[src/rtl/poly_note_player_control.sv]
`default_nettype none
// ============================================================================
//  Module   : poly_note_player_control
//  Purpose  : Multi-voice note player controller. Each voice runs its own
//             CLEAR/WAIT/DONE/LOAD machine, latches note and duration, and
//             times the note with a beat-driven counter. Global pause freezes
//             every counter.
//  Revision : 1.0  initial release
// ============================================================================
module poly_note_player_control #(
  parameter int VOICES = 2,
  parameter int NOTE_W = 6,
  parameter int DUR_W  = 6
) (
  input  logic                     clk,
  input  logic                     reset,
  input  logic                     play_enable,
  input  logic                     pause,
  input  logic                     beat,
  input  logic [VOICES-1:0]        load_new_note,
  input  logic [VOICES*NOTE_W-1:0] new_note,
  input  logic [VOICES*DUR_W-1:0]  new_duration,
  output logic [VOICES-1:0]        load,
  output logic [VOICES-1:0]        note_done,
  output logic [VOICES*NOTE_W-1:0] note,
  output logic [VOICES-1:0]        busy,
  output logic                     all_idle
);

  localparam logic [1:0] ST_CLEAR = 2'd0;
  localparam logic [1:0] ST_WAIT  = 2'd1;
  localparam logic [1:0] ST_DONE  = 2'd2;
  localparam logic [1:0] ST_LOAD  = 2'd3;

  localparam logic [DUR_W-1:0] c_count_one = {{(DUR_W-1){1'b0}}, 1'b1};

  generate
    for (genvar v = 0; v < VOICES; v++) begin : g_voice
      logic [1:0]        state_q, state_d;
      logic [NOTE_W-1:0] note_q,  note_d;
      logic [DUR_W-1:0]  dur_q,   dur_d;
      logic [DUR_W-1:0]  count_q, count_d;
      logic              busy_q,  busy_d;
      logic              timer_done;

      // Note has run its full length (a zero duration expires immediately).
      always_comb timer_done = busy_q && (count_q == dur_q);

      // Next-state and datapath for this voice; voices never interact.
      always_comb begin
        state_d = state_q;
        note_d  = note_q;
        dur_d   = dur_q;
        count_d = count_q;
        busy_d  = busy_q;
        case (state_q)
          ST_CLEAR: begin
            note_d  = '0;
            busy_d  = 1'b0;
            count_d = '0;
            state_d = ST_WAIT;
          end
          ST_WAIT: begin
            if (!play_enable) begin
              note_d  = '0;
              busy_d  = 1'b0;
              count_d = '0;
              state_d = ST_CLEAR;
            end else if (timer_done) begin
              // A request held in this cycle is served after DONE.
              note_d  = '0;
              busy_d  = 1'b0;
              count_d = '0;
              state_d = ST_DONE;
            end else if (load_new_note[v]) begin
              // Also covers retrigger: replaced note gets no note_done.
              note_d  = new_note[v*NOTE_W +: NOTE_W];
              dur_d   = new_duration[v*DUR_W +: DUR_W];
              count_d = '0;
              busy_d  = 1'b1;
              state_d = ST_LOAD;
            end else if (busy_q && beat && !pause) begin
              // timer_done is low here, so count < duration: no wrap.
              count_d = count_q + c_count_one;
            end
          end
          ST_DONE: state_d = ST_WAIT;
          ST_LOAD: state_d = ST_WAIT;
          default: state_d = ST_CLEAR;
        endcase
      end

      // Voice registers; reset drops any note without a note_done.
      always_ff @(posedge clk or posedge reset) begin
        if (reset) begin
          state_q <= ST_CLEAR;
          note_q  <= '0;
          dur_q   <= '0;
          count_q <= '0;
          busy_q  <= 1'b0;
        end else begin
          state_q <= state_d;
          note_q  <= note_d;
          dur_q   <= dur_d;
          count_q <= count_d;
          busy_q  <= busy_d;
        end
      end

      assign load[v]                      = (state_q == ST_LOAD);
      assign note_done[v]                 = (state_q == ST_DONE);
      assign note[v*NOTE_W +: NOTE_W]     = note_q;
      assign busy[v]                      = busy_q;
    end
  endgenerate

  assign all_idle = ~|busy;

endmodule
`default_nettype wire

[config.mk]
export PLATFORM = sky130hd
export DESIGN_NAME = poly_note_player_control
export DESIGN_NICKNAME = d
export VERILOG_FILES = /design/src/rtl/poly_note_player_control.sv
export SDC_FILE = /design/constraint.sdc
export NUM_CORES = 1
export LEC_CHECK = 0
export BUFFER_PORTS_ARGS = -buffer_cell sky130_fd_sc_hd__buf_2
export CAP_MARGIN = 20
export CORE_UTILIZATION = 57
export DETAILED_ROUTE_END_ITERATION = 7
export GPL_ROUTABILITY_DRIVEN = 0
export PLACE_DENSITY = 0.84
export SLEW_MARGIN = 0
export SYNTH_ARGS = -nofsm -noshare
export SYNTH_HDL_FRONTEND = slang
export SYNTH_SLANG_ARGS = --single-unit
[constraint.sdc]
create_clock -name clk -period 2.4 [get_ports clk]
set_input_delay 0 -clock clk [delete_from_list [all_inputs] [get_ports clk]]
set_output_delay 0 -clock clk [all_outputs]
set_load 0.01 [all_outputs]
==> results of run 1 <==
[state kept, by name, indices dropped and copies added (netlist names)]
signal and count:
g_voice.count_q 12, g_voice.dur_q 12, g_voice.note_q 12, g_voice.state_q 4, g_voice.busy_q 2
[critical path: stages (launching register included)]
cell     delay [ns]
dfrtp_1        0.54
nor2b_1        0.28
nand3_1        0.12
nor2_2         0.53
mux2_2         0.42
[power by group through the flow]
| stage | sequential, µW | clock, µW | combinational (µW) |
|---|---|---|---|
| CTS | 866 | 483 | 369 |
| detailed placement | 878 | 0 | 333 |
| global route | 879 | 519 | 407 |
| finish | 872 | 480 | 379 |
| floorplan | 858 | 0 | 252 |
| global placement | 872 | 0 | 315 |
[cell type report]
class | count | area, µm²
multi-input combinational | 120 | 1006
inverter | 3 | 11.26
tap | 46 | 57.56
clock inverter | 2 | 12.51
timing repair buffer | 78 | 530.5
fill | 207 | 716.9
sequential | 42 | 1051
clock buffer | 6 | 82.58
[layer usage]
layer  share of wire  global-route usage
met1            0.40              0.3628
met2            0.52              0.5323
met3           0.050             0.07609
met4           0.030              0.1392
met5               0                   0
[cells in the final DEF (no fill, tap or decap), drive strengths merged, types with 3 or more instances in the layout]
| cell | n |
|---|---|
| nand4 | 6 |
| a21o | 6 |
| dfrtp | 42 |
| nor2b | 6 |
| xnor2 | 10 |
| a22o | 12 |
| dlygate4sd3 | 27 |
| nor2 | 7 |
| buf | 51 |
| nand2 | 14 |
| nand3 | 4 |
| clkbuf | 6 |
| o21ai | 4 |
| o311ai | 3 |
| mux2 | 12 |
| a21oi | 3 |
| inv | 3 |
[final timing paths]
kind                                        from                    end  slack [ns]  depth (start not counted)
max                        g_voice[1].state_q[1]    g_voice[1].dur_q[2]        0.40                          4
min                                  play_enable  g_voice[0].state_q[1]        0.02                          2
max reg2reg                g_voice[1].state_q[1]    g_voice[1].dur_q[2]        0.40                          4
min reg2reg                 g_voice[0].note_q[2]   g_voice[0].note_q[2]        0.51                          1
max in group asynchronous                  reset  g_voice[0].count_q[1]        1.66                          4
min in group asynchronous                  reset   g_voice[1].note_q[0]        0.37                          4
[stage by stage]
step | utilization | cell area [µm²]
floorplan | - | 2142
global placement | 0.6880 | 2386
detailed placement | 0.6880 | 2386
CTS | 0.7933 | 2751
global route | 0.7933 | 2751
finish | 0.7933 | 2751
[cell families (layout without fill, tap and decap cells)]
logic type,after synthesis,count (layout),synth area share
multiplexers,13,13,0.07827
adder cells (fa/ha/maj),2,2,0.01168
XOR/XNOR,12,12,0.05958
AO/OA/AOI/OAI,40,40,0.1712
buffers and inverters,13,89,0.03972
AND/OR/NAND/NOR,53,53,0.1490
flip-flops,42,42,0.4907
==> results.py, run 1 <==
metrics = {
    "status": {
        "status": "finished clean",
    },
    "die": {
        "core-area_um2": 3468,
        "die_x_um": 63.30,
        "start_util": 0.6176,
        "pin_count": 50,
        "die_y_um": 63.30,
        "die_area_um2": 4007,
        "num_rows": 21,
    },
    "pwr": {
        "p_per_area_nw_per_um2": 628.8,
        "power_uw": 1730,
        "p_clk_frac": 0.277,
        "p_sw_frac": 0.2939,
        "power_leakage_uw": 0.001325,
        "switching_power_uw": 508.4,
        "peakVddDrop_uv": 466.2,
        "p_seq_frac": 0.504,
        "power_frac_comb": 0.219,
        "p_int_uw": 1222,
    },
    "layout": {
        "diodes": 0,
        "nets": 283,
        "area_growth_pct": 28.45,
        "final_cells": 297,
        "layout-drive-gt1-share": 0.3546,
    },
    "detailed_routing": {
        "wl_per_cell_um": 18.63,
        "wl_um": 5533,
        "drt_first_pass_iters": 4,
        "drc_errors": 0,
        "viasPerCell": 5.852,
        "via_count": 1738,
        "first_iter_violations": 111,
        "postRouteAntennaNets": 0,
    },
    "global_routing": {
        "grt_max_degree": 43,
        "grt_overflow": 0,
        "grtUsageTotal": 0.3090,
        "grt_pass1_wl_um": 9108,
        "grt_pass1_vias": 1819,
        "antenna_found_initial": 0,
    },
    "placement": {
        "dp.final_hpwl_um": 3327,
        "dp_slack_ns": 0.4982,
        "dpl.cell_count": 262,
        "portBuffers": 49,
    },
    "synthesis": {
        "yosysSeqAreaShare": 0.4907,
        "ys_warn_count": 0,
        "synth_common_cells": "dfrtp_1 (42), nand2_1 (13), a22o_1 (12)",
        "synthArstFlopShare": 1.000,
        "synthTopCellsByArea": "dfrtp_1 (49%), a22o_1 (4.9%), mux2_4 (4.2%)",
        "synth.net_count": 208,
        "synth.top_cell.area_share": 0.4907,
        "yosysMostFrequentCell": "dfrtp_1",
        "syn_area_um2": 2142,
        "synth-main-ff-cell": "dfrtp_1",
        "synth-seq-cells": 42,
        "synthCells": 175,
        "syn_avg_cell_area_um2": 12.24,
        "yosys.cell_types.count": 49,
        "synth_edf_count": 0,
        "synth_area_leader_cell": "dfrtp_1",
    },
    "timing": {
        "hold_viol": 0,
        "worst_slack_ns": 0.3966,
        "final.period_utilization": 0.8348,
        "layout_min_cycle_time_ns": 2.003,
        "finalSetupViolations": 0,
        "hold_slack_ns": 0.02168,
        "rsz0062_at_grt": "false",
        "max-slew-margin-rel": 0.5523,
        "fin_skew_ns": 0.006319,
        "fmax_mhz": 499.1,
        "slew_violations": 0,
        "setup_tns_ns": 0,
        "worst_pin_slew_ns": 0.6708,
    },
    "clock_network": {
        "numCtsBuffers": 5,
        "h-tree-depth": 2,
        "clockRootBuffer": "clkbuf_8",
        "cts_setup_buffers": 0,
        "clkLatencyLatePin_ns": 0.30,
        "clockBufferDepth": 2,
        "cts_resized": 0,
        "path_clk_slew_ns": 0.08,
        "cts.sinks": 42,
        "hold_buffers": 27,
        "cts_tree": "done",
    },
    "worst_setup_path": {
        "worstPathRequired_ns": 2.59,
        "startpoint_type": "register",
        "cp.arrival_ns": 2.20,
        "worstSetupEndpointType": "register",
        "cp_max_fo": 15,
        "critical_path_class": "reg -> reg",
    },
    "job": {
        "max_cap_violations": 0,
    },
    "hold_path": {
        "hp-class": "in -> reg",
    },
}
(Power assumes the default switching activity.)
==> run 2, diff against run 1 <==
Settings changed: CORE_UTILIZATION 57 to 53, PLACE_DENSITY 0.84 to 0.79.
Clock period 2.4 ns to 2 ns, I/O delays scaled along.
==> results.py, run 2 (synthesis gave the netlist of run 1 again) <==
metrics = {
    "worst_setup_path": {
        "cp_max_fo": 9,
        "cp.arrival_ns": 2.04,
        "startpoint_type": "register",
        "critical_path_class": "reg -> reg",
        "worstPathRequired_ns": 2.19,
        "worstSetupEndpointType": "register",
    },
    "global_routing": {
        "grtUsageTotal": 0.2523,
        "grt_pass1_wl_um": 7907,
        "grt_pass1_vias": 1663,
        "antenna_found_initial": 0,
        "grt_max_degree": 43,
        "grt_overflow": 0,
    },
    "pwr": {
        "power_leakage_uw": 0.001342,
        "p_per_area_nw_per_um2": 739.2,
        "peakVddDrop_uv": 619.1,
    },
    "clock_network": {
        "numCtsBuffers": 5,
        "cts_resized": 0,
        "cts.sinks": 42,
        "clockBufferDepth": 2,
        "clockRootBuffer": "clkbuf_8",
        "clkLatencyLatePin_ns": 0.30,
        "cts_tree": "done",
        "path_clk_slew_ns": 0.08,
        "h-tree-depth": 2,
        "cts_setup_buffers": 0,
    },
    "die": {
        "num_rows": 22,
        "pin_count": 50,
        "die_area_um2": 4300,
        "start_util": 0.5680,
        "die_y_um": 65.58,
        "core-area_um2": 3771,
        "die_x_um": 65.58,
    },
    "timing": {
        "layout_min_cycle_time_ns": 1.853,
        "hold_viol": 0,
        "slew_violations": 0,
        "max-slew-margin-rel": 0.6357,
        "worst_pin_slew_ns": 0.5452,
        "rsz0062_at_grt": "false",
        "fmax_mhz": 539.6,
        "final.period_utilization": 0.9267,
        "worst_slack_ns": 0.1467,
        "setup_tns_ns": 0,
        "fin_skew_ns": 0.01132,
        "finalSetupViolations": 0,
    },
    "detailed_routing": {
        "viasPerCell": 5.560,
        "first_iter_violations": 73,
        "drt_first_pass_iters": 6,
        "wl_per_cell_um": 15.52,
        "wl_um": 4687,
        "drc_errors": 0,
        "via_count": 1679,
        "postRouteAntennaNets": 0,
    },
    "job": {
        "max_cap_violations": 0,
    },
    "layout": {
        "reg_top3": "g_voice.count_q (12), g_voice.dur_q (12), g_voice.note_q (12)",
        "fillers": 255,
        "mostFrequentLayoutCell": "buf_2",
        "layout-drive-gt1-share": 0.3583,
        "diodes": 0,
        "area_growth_pct": 29.44,
        "layout_common_cells": "buf_2 (49), dfrtp_1 (42), dlygate4sd3_1 (27), nand2_1 (13), a22o_1 (12)",
        "nets": 286,
    },
    "placement": {
        "dp_slack_ns": 0.1869,
        "dp.final_hpwl_um": 2884,
        "portBuffers": 49,
    },
    "hold_path": {
        "hp-class": "in -> reg",
    },
    "status": {
        "status": "finished clean",
    },
}
## run 2: cell types whose count changed in the layout (fill, tap and decap cells not counted), sizes merged
| cell | change |
|---|---|
| clkbuf | +1 |
| buf | +3 |
| clkinvlp | -1 |
## run 2: layer usage
| layer | vias to the layer above | wire (µm) | global-route usage |
|---|---|---|---|
| met4 | 0 | 78 | 0.08152 |
| met3 | 8 | 290 | 0.07465 |
| met1 | 814 | 2036 | 0.3226 |
| met2 | 64 | 2282 | 0.4098 |
| li1 | 793 | - | - |
| met5 | - | 0 | 0 |
## run 2: final timing paths
path                       slack [ns]                   from                     to  cells after the start
hold reg to reg                  0.50   g_voice[1].note_q[2]   g_voice[1].note_q[2]                      1
setup reg to reg                 0.15  g_voice[0].count_q[4]   g_voice[0].note_q[3]                      5
min in group asynchronous        0.38                  reset   g_voice[1].note_q[0]                      4
hold / removal                   0.04            play_enable  g_voice[0].state_q[1]                      2
setup / recovery                 0.15  g_voice[0].count_q[4]   g_voice[0].note_q[3]                      5
max in group asynchronous        1.24                  reset  g_voice[0].count_q[1]                      4
## run 2: cell type report
class,instances,area (µm²),area share
Multi-Input combinational cell,120,1006,0.3628
Sequential cell,42,1051,0.3791
Timing Repair Buffer,81,553.0,0.1995
Tap cell,48,60.06,0.02166
Inverter,3,11.26,0.004061
Clock inverter,1,5.005,0.001805
Clock buffer,7,86.33,0.03114
## run 2: through the flow
stage               hold slack [ns]  total power, µW  instance area (µm²)  cells  utilization
floorplan                    0.1397             1333                 2142    175            -
CTS                         0.03126             2049                 2773    302       0.7352
global placement             0.1562             1436                 2411    267       0.6394
global route                0.03833             2158                 2773    302       0.7352
detailed placement           0.1526             1444                 2411    267       0.6394
finish                      0.03596             2049                 2773    302       0.7352
## run 2: critical path, stage by stage (launching register included)
cell      delay [ns]
dfrtp_1         0.43
xnor2_1         0.21
nand4_1         0.21
o311ai_4        0.47
nand2b_2        0.20
a22o_1          0.23
## run 2: repair_timing
item                                    4_1_cts  5_1_grt
hold buffers                                 27        0
hold endpoints to repair                     68        0
endpoints found under the setup margin        0        0
## run 2: where the power goes
part / internal [µW] / leakage (µW) / switching (µW) / total [µW]
combinational: 249 / 0.000748 / 202 / 451
clock: 279 / 0.0000482 / 291 / 570
sequential: 945 / 0.000546 / 83.6 / 1030
